===== src/rtl/mips_pkg.sv =====
// Shared types and constants for the PC sequencing logic.
// Optional feature macro: BRANCH_DELAY_SLOT_EN (delay-slot redirect semantics).
package mips_pkg;

    localparam int unsigned ADDR_W = 8;
    localparam int unsigned CNT_W  = 16;
    localparam int unsigned IMM_W  = 32;
    localparam int unsigned JV_W   = 26;
    localparam int unsigned OFS_W  = 6;

    localparam logic [ADDR_W-1:0] IMEM_LAST_ADDR = 8'h7C;
    localparam logic [ADDR_W-1:0] PC_STEP        = 8'd4;

    typedef enum logic [1:0] {
        ST_IDLE = 2'd0,
        ST_RUN  = 2'd1,
        ST_HALT = 2'd2
    } pc_state_t;

    // Saturating increment for the issued-instruction counter.
    function automatic logic [CNT_W-1:0] sat_inc(input logic [CNT_W-1:0] v);
        return (v == {CNT_W{1'b1}}) ? v : v + CNT_W'(1);
    endfunction

endpackage


===== src/rtl/pc_next_unit_if.sv =====
// Core-side control/status bundle of the PC sequencing unit.
interface pc_next_unit_if;
    import mips_pkg::*;

    logic              start;
    logic              stall;
    logic              halt;
    logic              zero;
    logic              branch;
    logic              jump;
    logic [IMM_W-1:0]  seimm;
    logic [JV_W-1:0]   jump_value;
    logic [ADDR_W-1:0] read_addr;
    logic              running;
    logic              halted;
    logic [CNT_W-1:0]  inst_count;

    modport master (
        output start, stall, halt, zero, branch, jump, seimm, jump_value,
        input  read_addr, running, halted, inst_count
    );

    modport slave (
        input  start, stall, halt, zero, branch, jump, seimm, jump_value,
        output read_addr, running, halted, inst_count
    );
endinterface


===== src/rtl/pc_target_calc.sv =====
// Combinational candidate-address generation: sequential, branch and jump.
module pc_target_calc
    import mips_pkg::*;
(
    input  logic [ADDR_W-1:0] read_addr,
    input  logic              branch,
    input  logic              zero,
    input  logic              jump,
    input  logic [OFS_W-1:0]  imm_ofs,
    input  logic [OFS_W-1:0]  jump_ofs,
    output logic [ADDR_W-1:0] seq_addr_c,
    output logic              redir_c,
    output logic [ADDR_W-1:0] redir_addr_c
);

    // Jump outranks a taken branch; all sums wrap in 8 bits.
    always_comb begin
        seq_addr_c   = read_addr + PC_STEP;
        redir_c      = jump | (branch & zero);
        redir_addr_c = seq_addr_c + ADDR_W'({imm_ofs, 2'b00});
        if (jump) begin
            redir_addr_c = ADDR_W'({jump_ofs, 2'b00});
        end
    end

endmodule


===== src/rtl/pc_next_unit.sv =====
// Fetch-address sequencer: IDLE/RUN/HALT control, PC register, issue counter.
// Optional feature macro: BRANCH_DELAY_SLOT_EN (redirect takes effect after one delay slot).
module pc_next_unit
    import mips_pkg::*;
(
    input  logic          clk,
    input  logic          reset,
    pc_next_unit_if.slave bus
);

    pc_state_t         state;
    logic [ADDR_W-1:0] read_addr;
    logic [CNT_W-1:0]  inst_count;
    logic              running;
    logic              halted;

    logic [ADDR_W-1:0] seq_addr_c;
    logic              redir_c;
    logic [ADDR_W-1:0] redir_addr_c;
    logic [ADDR_W-1:0] next_addr_c;
    logic              advance_c;
    logic              stop_c;

    // Only the low offset bits of the immediate and jump field address the 128-byte IMEM.
    wire unused_bits = ^{bus.seimm[IMM_W-1:OFS_W], bus.jump_value[JV_W-1:OFS_W]};

    pc_target_calc u_calc (
        .read_addr    (read_addr),
        .branch       (bus.branch),
        .zero         (bus.zero),
        .jump         (bus.jump),
        .imm_ofs      (bus.seimm[OFS_W-1:0]),
        .jump_ofs     (bus.jump_value[OFS_W-1:0]),
        .seq_addr_c   (seq_addr_c),
        .redir_c      (redir_c),
        .redir_addr_c (redir_addr_c)
    );

`ifdef BRANCH_DELAY_SLOT_EN
    logic              pend_valid;
    logic [ADDR_W-1:0] pend_addr;

    // Pending redirect wins; otherwise the delay slot fetches sequentially.
    always_comb begin
        next_addr_c = pend_valid ? pend_addr : seq_addr_c;
    end
`else
    // Redirect is applied on the very next edge.
    always_comb begin
        next_addr_c = redir_c ? redir_addr_c : seq_addr_c;
    end
`endif

    // Halt request or an out-of-range target stops fetching; otherwise advance unless stalled.
    always_comb begin
        stop_c    = (state == ST_RUN) &
                    (bus.halt | (~bus.stall & (next_addr_c > IMEM_LAST_ADDR)));
        advance_c = (state == ST_RUN) & ~bus.stall & ~stop_c;
    end

`ifdef BRANCH_DELAY_SLOT_EN
    // Latch a redirect target; control inputs seen during the delay slot are ignored.
    always_ff @(posedge clk or posedge reset) begin
        if (reset) begin
            pend_valid <= 1'b0;
            pend_addr  <= '0;
        end else if ((state != ST_RUN) || stop_c) begin
            pend_valid <= 1'b0;
        end else if (advance_c) begin
            pend_valid <= redir_c & ~pend_valid;
            if (redir_c && !pend_valid) begin
                pend_addr <= redir_addr_c;
            end
        end
    end
`endif

    // Control FSM with PC and issue counter.
    always_ff @(posedge clk or posedge reset) begin
        if (reset) begin
            state      <= ST_IDLE;
            read_addr  <= '0;
            inst_count <= '0;
            running    <= 1'b0;
            halted     <= 1'b0;
        end else begin
            case (state)
                ST_RUN: begin
                    if (stop_c) begin
                        state   <= ST_HALT;
                        running <= 1'b0;
                        halted  <= 1'b1;
                    end else if (advance_c) begin
                        read_addr  <= next_addr_c;
                        inst_count <= sat_inc(inst_count);
                    end
                end
                default: begin
                    if (bus.start) begin
                        state      <= ST_RUN;
                        read_addr  <= '0;
                        inst_count <= '0;
                        running    <= 1'b1;
                        halted     <= 1'b0;
                    end
                end
            endcase
        end
    end

    // Registered status to the core.
    assign bus.read_addr  = read_addr;
    assign bus.inst_count = inst_count;
    assign bus.running    = running;
    assign bus.halted     = halted;

endmodule

===== src/flat_wrapper.sv =====
// flat-port wrapper written by rule: the top's interface ports become plain ports
module pc_next_unit_flat import mips_pkg::*;
  (clk, reset, bus_start, bus_stall, bus_halt, bus_zero, bus_branch, bus_jump, bus_seimm, bus_jump_value, bus_read_addr, bus_running, bus_halted, bus_inst_count);
  pc_next_unit_if bus_i ();
  input  logic clk;
  input  logic reset;
  input wire logic [$bits(bus_i.start)-1:0] bus_start;
  input wire logic [$bits(bus_i.stall)-1:0] bus_stall;
  input wire logic [$bits(bus_i.halt)-1:0] bus_halt;
  input wire logic [$bits(bus_i.zero)-1:0] bus_zero;
  input wire logic [$bits(bus_i.branch)-1:0] bus_branch;
  input wire logic [$bits(bus_i.jump)-1:0] bus_jump;
  input wire logic [$bits(bus_i.seimm)-1:0] bus_seimm;
  input wire logic [$bits(bus_i.jump_value)-1:0] bus_jump_value;
  output wire logic [$bits(bus_i.read_addr)-1:0] bus_read_addr;
  output wire logic [$bits(bus_i.running)-1:0] bus_running;
  output wire logic [$bits(bus_i.halted)-1:0] bus_halted;
  output wire logic [$bits(bus_i.inst_count)-1:0] bus_inst_count;
  assign bus_i.start = bus_start;
  assign bus_i.stall = bus_stall;
  assign bus_i.halt = bus_halt;
  assign bus_i.zero = bus_zero;
  assign bus_i.branch = bus_branch;
  assign bus_i.jump = bus_jump;
  assign bus_i.seimm = bus_seimm;
  assign bus_i.jump_value = bus_jump_value;
  assign bus_read_addr = bus_i.read_addr;
  assign bus_running = bus_i.running;
  assign bus_halted = bus_i.halted;
  assign bus_inst_count = bus_i.inst_count;
  pc_next_unit u_core (.clk(clk), .reset(reset), .bus(bus_i));
endmodule

===== config.mk =====
export PLATFORM = sky130hd
export DESIGN_NAME = pc_next_unit_flat
export DESIGN_NICKNAME = d
export VERILOG_FILES = /design/src/rtl/mips_pkg.sv /design/src/rtl/pc_next_unit_if.sv /design/src/rtl/pc_target_calc.sv /design/src/rtl/pc_next_unit.sv /design/src/flat_wrapper.sv
export SDC_FILE = /design/constraint.sdc
export NUM_CORES = 1
export LEC_CHECK = 0
export ABC_AREA = 1
export BUFFER_PORTS_ARGS = -buffer_cell sky130_fd_sc_hd__buf_4
export CORE_AREA = 3 3 89 66
export CTS_CLUSTER_DIAMETER = 80
export DETAILED_ROUTE_END_ITERATION = 10
export DIE_AREA = 0 0 92 69
export GPL_TIMING_DRIVEN = 0
export PLACE_DENSITY = 0.84
export SYNTH_ARGS = -nofsm -noshare
export SYNTH_HDL_FRONTEND = slang
export SYNTH_SLANG_ARGS = --single-unit

===== constraint.sdc =====
create_clock -name clk -period 2.2 [get_ports clk]
set_input_delay 0.33 -clock clk [delete_from_list [all_inputs] [get_ports clk]]
set_output_delay 0.33 -clock clk [all_outputs]
set_load 0.05 [all_outputs]

=== Word-level counts from Yosys, hierarchy flattened ===
Index checks and enable logic that the tools add are counted.
W data, S select, Z words.

* Flip-flop bits (word level): 28
* Word-level logic and storage cells: 48

* Add/sub/neg operators: 3
* Order comparisons: 1
* Equal/unequal tests: 6
* Multiplexer cells: 20
* Bitwise logic cells: 9
* Reductions and logical operators: 4

{| class="wikitable"
|+ Operators with widths
! kind !! number
|-
| $mux W16 || 5
|-
| $mux W8 || 6
|-
| $add A16 B1 Y16 const B || 1
|-
| $eq A16 B16 Y1 const B || 1
|-
| $add A8 B3 Y8 const B || 1
|-
| $add A8 B8 Y8 || 1
|-
| $gt A8 B7 Y1 const B || 1
|-
| $mux W1 || 6
|-
| $mux W2 || 3
|-
| $and A1 B1 Y1 || 5
|-
| $ne A2 B1 Y1 const B || 2
|-
| $ne A2 B2 Y1 const B || 2
|-
| $reduce_and A4 Y1 || 1
|-
| $reduce_and A3 Y1 || 1
|-
| $eq A2 B1 Y1 const B || 1
|-
| $not A1 Y1 || 2
|-
| $or A1 B1 Y1 || 2
|-
| $reduce_and A2 Y1 || 1
|-
| $reduce_bool A2 Y1 || 1
|}

=== Logic depth before layout (Yosys ltp) ===
* Depth after elaboration: 13
* Depth in mapped cells: 21
* Gate-level depth less buffers: 20

=== By module ===
From an unflattened synthesis, not the netlist that was laid out.

* Cells, all modules: 321
* Area, all modules: 2142.1 um2

{| class="wikitable"
|+ By module, submodules not included
! module !! times used !! cells each !! area an instance (um2)
|-
| pc_next_unit || 1 || 240 || 1674.1
|-
| pc_target_calc || 1 || 81 || 467.9
|}

=== Worst setup path before layout ===
OpenSTA, ideal clock, no wires.

* Path kind: register -> register
* Start: reg u_core.read_addr[3] (netlist: u_core.bus.read_addr[3])
* End: reg u_core.inst_count[13] (netlist: u_core.bus.inst_count[13])
* Arrival time: 2.771 ns
* Setup slack: -0.689 ns
* Cell stages (with the launch flop): 21
* Buffers on the path: 1
* Period minus slack after synthesis: 2.889 ns
* Cells stage by stage: dfrtp_1 -> ha_1 -> nand2_1 -> clkinv_1 -> nand3_1 -> and2_1 -> ha_1 -> nand2_1 -> inv_1 -> nand4_1 -> nand3_1 -> nand3_1 -> nand2_1 -> nor2_2 -> nor2_4 -> nand3_4 -> nand2_8 -> nand2_8 -> buf_12 -> nand2_2 -> nand2_2

* Cells in the longest elaborated chain, start to end: 12
* Elaborated cells between the ends (all ways): 13
* Those cells by class: 2 x add/sub; 1 x order compare; 2 x eq/ne; 2 x mux; 5 x bitwise; 1 x reduce/logical

{| class="wikitable"
|+ RTL lines
! what !! RTL line !! source
|-
| start, declared || pc_next_unit.sv:12 || <nowiki>logic [ADDR_W-1:0] read_addr;</nowiki>
|-
| start signal, assigned || pc_next_unit.sv:94 || <nowiki>read_addr <= next_addr_c;</nowiki>
|-
| $add A8 B3 Y8 (*) || pc_target_calc.sv:18 || <nowiki>seq_addr_c = read_addr + PC_STEP;</nowiki>
|-
| $add A8 B8 Y8 || pc_target_calc.sv:20 || <nowiki>redir_addr_c = seq_addr_c + ADDR_W'({imm_ofs, 2'b00});</nowiki>
|-
| $mux W8 || pc_target_calc.sv:21 || <nowiki>if (jump) begin</nowiki>
|-
| $mux W8 (*) || pc_next_unit.sv:50 || <nowiki>next_addr_c = redir_c ? redir_addr_c : seq_addr_c;</nowiki>
|-
| $gt A8 B7 Y1 (*) || pc_next_unit.sv:57 || <nowiki>(bus.halt | (~bus.stall & (next_addr_c > IMEM_LAST_ADDR)));</nowiki>
|-
| $and A1 B1 Y1 (*) || pc_next_unit.sv:57 ||
|-
| $or A1 B1 Y1 (*) || pc_next_unit.sv:57 ||
|-
| $and A1 B1 Y1 (*) || pc_next_unit.sv:56 || <nowiki>stop_c = (state == ST_RUN) &</nowiki>
|-
| $not A1 Y1 || pc_next_unit.sv:58 || <nowiki>advance_c = (state == ST_RUN) & ~bus.stall & ~stop_c;</nowiki>
|-
| $and A1 B1 Y1 || pc_next_unit.sv:58 ||
|-
| $ne A2 B1 Y1 (no source line) || n/a ||
|-
| $reduce_and A4 Y1 (no source line) (*) || n/a ||
|-
| end signal, assigned || pc_next_unit.sv:95 || <nowiki>inst_count <= sat_inc(inst_count);</nowiki>
|-
| end, declared || pc_next_unit.sv:13 || <nowiki>logic [CNT_W-1:0] inst_count;</nowiki>
|}

Every way passes the cells marked *; elsewhere a longest branch is shown, timed or not.
A chain may end at the register's enable or synchronous reset.

=== Worst setup path in the final report ===
* Start: reg u_core.read_addr[2] (netlist: u_core.bus.read_addr[2])
* End: reg u_core.inst_count[3] (netlist: u_core.bus.inst_count[3])

Same word-level chain as after synthesis.

==> flow_summary.yaml <==
place:
  gp_congestion: 0.902
  portBuffers: 45
  place_hpwl_um: 4150
  pre_cts_slack_ns: -0.473
  dp_cells: 421
synthesis:
  ys_warn_count: 0
  synthTopCellsByArea: "dfrtp_1, nand2_1, nand3_1"
  yosysTopAreaCellShare_pct: 29.7
  synth_ff_type: "dfrtp_1"
  ys_types: 40
  syn-num-nets: 378
  synth-seq-area-share_pct: 29.7
  synth_edf_count: 0
  synthCells: 304
  yosys.area.top_type: "dfrtp_1"
  synth_seq_cells: 26
  yosysMostFrequentCell: "nand2_1"
  syn_avg_cell_area_um2: 7.21
  synth_common_cells: "nand2_1, nand3_1, inv_1"
  netlist_area_um2: 2190
  async_flop_share_pct: 100
power:
  peakVddDrop_uv: 272
  power_density_nw_per_um2: 796
  cellLeakagePower_nw: 1.40
timing:
  fin_skew_ns: 0.00240
  slew_headroom_pct: 34.4
  fin_ws_ns: -0.373
  fin_setup_tns_ns: -8.16
  drv_slew: 0
  fmax_mhz: 389
  period_needed_ns: 2.57
  setup_violations: 26
  tightest_slew_ns: 0.983
  post-route-period-util_pct: 117
  rsz0062_at_grt: "yes"
  hold_viol: 0
cts:
  cts_made_buffers: 3
  ctsHtreeMaxLevel: 1
  cts_tree: "built"
  clockBufferDepth: 2
  insertion_delay_ns: 0.27
  clk_pin_slew_ns: 0.09
  cts_root_buffer: "clkbuf_8"
  clock-sinks: 26
  hold_buffers: 0
final_layout:
  layout.nets: 441
  syn2layout_area_growth_pct: 35.0
  instances_no_fill: 438
  antennaDiodeCount: 0
  drive_gt1_share_pct: 40.4
route:
  vias_per_cell: 5.29
  vias: 2317
  wl_met3_um: 447
  postRouteWirelength_um: 6180
  drtIter0Drc: 379
  drc_errors: 0
  drt-met1-wl_um: 2710
  dr.max_layer_used: "met4"
  route.antenna.remaining_nets: 0
  drtPass1Iterations: 5
  wl_met2_um: 2930
  drt-wirelength-per-cell_um: 14.1
grt:
  grt_pass1_vias: 2116
  grt_first_pass_wirelength_um: 9670
  grt_usage_pct: 18.1
  antenna_found_initial: 0
  grt_overflow: 0
  grt_max_degree: 27
setup_path:
  required_ns: 2.37
  crit_type: "reg -> reg"
  cp-end-kind: "flop"
  cp-start-kind: "flop"
  worstPathMaxFanout: 6
  cp.arrival_ns: 2.74
status:
  status: "finished with violations"
  violations: "negative setup slack"
hold_path:
  hold_path_class: "in -> async"
floorplanning:
  die_area_um2: 6350
  die_x_um: 92
  pin_count: 92
  start_util_pct: 42.8
  die_h_um: 69
  num_rows: 22
  core_area_um2: 5120
flow_run:
  maxCapViolCount: 0
==> cell families (layout without fill, tap and decap cells) <==
family / after synthesis / in the layout / share of synthesized area [%]
flip-flops: 26 / 26 / 29.7
AND/OR/NAND/NOR: 202 / 202 / 48.0
adder cells (fa/ha/maj): 8 / 8 / 4.91
AO/OA/AOI/OAI: 16 / 16 / 4.57
buffers and inverters: 44 / 106 / 9.65
XOR/XNOR: 8 / 8 / 3.20
==> per-layer routing <==
metal | vias to the layer above | track usage (%)
met4 | 0 | 4.45
li1 | 1111 | -
met5 | - | 0
met3 | 17 | 4.80
met1 | 1082 | 25.4
met2 | 107 | 27.8
==> metrics by stage <==
| step | utilization (%) | total power [mW] | hold WS [ns] | instance area (µm²) |
|---|---|---|---|---|
| 2_1_floorplan | - | 1.51 | 0.370 | 2230 |
| 3_3_place_gp | 52.0 | 1.78 | 0.495 | 2660 |
| 3_5_place_dp | 52.0 | 1.80 | 0.497 | 2660 |
| 4_1_cts | 55.6 | 2.23 | 0.315 | 2850 |
| 5_1_grt | 57.8 | 2.50 | 0.360 | 2960 |
| 6_report | 57.8 | 2.36 | 0.282 | 2960 |
==> worst max-delay path, stage by stage, from the launching register on <==
cell and delay, ns:
dfrtp_2 0.48, ha_4 0.21, nor2_2 0.15, nor2_2 0.08, ha_4 0.30, nand3_2 0.09
nand3_1 0.08, nand2_1 0.06, nand2_1 0.08, a21oi_2 0.07, nand3_2 0.08, nand2_2 0.06
nor2_4 0.13, nand3_4 0.11, nand2_8 0.14, nand2_8 0.08, clkbuf_16 0.17, nand2_2 0.05
nand2_2 0.04
==> layout make-up <==
type	count	area, µm²
clock buffer	4	45.0
sequential	26	654
tap	72	90.1
fill	439	2160
multi-input combinational	234	1480
inverter	38	150
timing repair buffer	58	469
buffer	6	76.3
==> worst paths after layout <==
kind                                          from                       end  slack, ns  cells after the start
max                        u_core.bus.read_addr[2]  u_core.bus.inst_count[3]      -0.37                     18
min                                          reset  u_core.bus.inst_count[1]       0.28                      2
max reg2reg                u_core.bus.read_addr[2]  u_core.bus.inst_count[3]      -0.37                     18
min reg2reg                        u_core.state[0]           u_core.state[0]       0.52                      2
max in group asynchronous                    reset   u_core.bus.read_addr[4]       1.26                      2
min in group clk                         bus_stall         u_core.bus.halted       0.34                      4
==> what timing repair did <==
item                                    CTS  global route
gates resized for setup                  22            15
pin swaps                                 9            10
setup buffers                             9             3
endpoints found under the hold margin     0             0
gates cloned                              0             1
endpoints found under the setup margin   26            26
==> where the power goes <==
part | internal [mW] | switching (mW) | leakage [nW]
Combinational | 0.563 | 0.868 | 1.03
Clock | 0.130 | 0.151 | 0.0228
Sequential | 0.543 | 0.102 | 0.352
==> state kept, by name, summed over array words and instances (netlist names) <==
register	flops
u_core.bus.inst_count	16
u_core.bus.read_addr	8
u_core.bus.halted	1
u_core.state	1
==> cells in the final DEF (no fill, tap or decap), types with 3 or more instances in the layout <==
| master | instances |
|---|---|
| nand2_1 | 65 |
| buf_4 | 55 |
| nand2_2 | 31 |
| nand3_1 | 30 |
| inv_1 | 29 |
| dfrtp_1 | 23 |
| nor2_1 | 22 |
| nand3_2 | 11 |
| nor2_2 | 8 |
| nand4_1 | 7 |
| xor2_1 | 7 |
| nor3_1 | 6 |
| inv_2 | 5 |
| nor3b_1 | 4 |
| ha_4 | 4 |
| a21oi_1 | 3 |
| a21oi_2 | 3 |
| nand3_4 | 3 |
| nor4_1 | 3 |
| o22ai_1 | 3 |
| clkbuf_8 | 3 |
| dfrtp_2 | 3 |
Note: power is estimated with default switching activity, not from simulation.
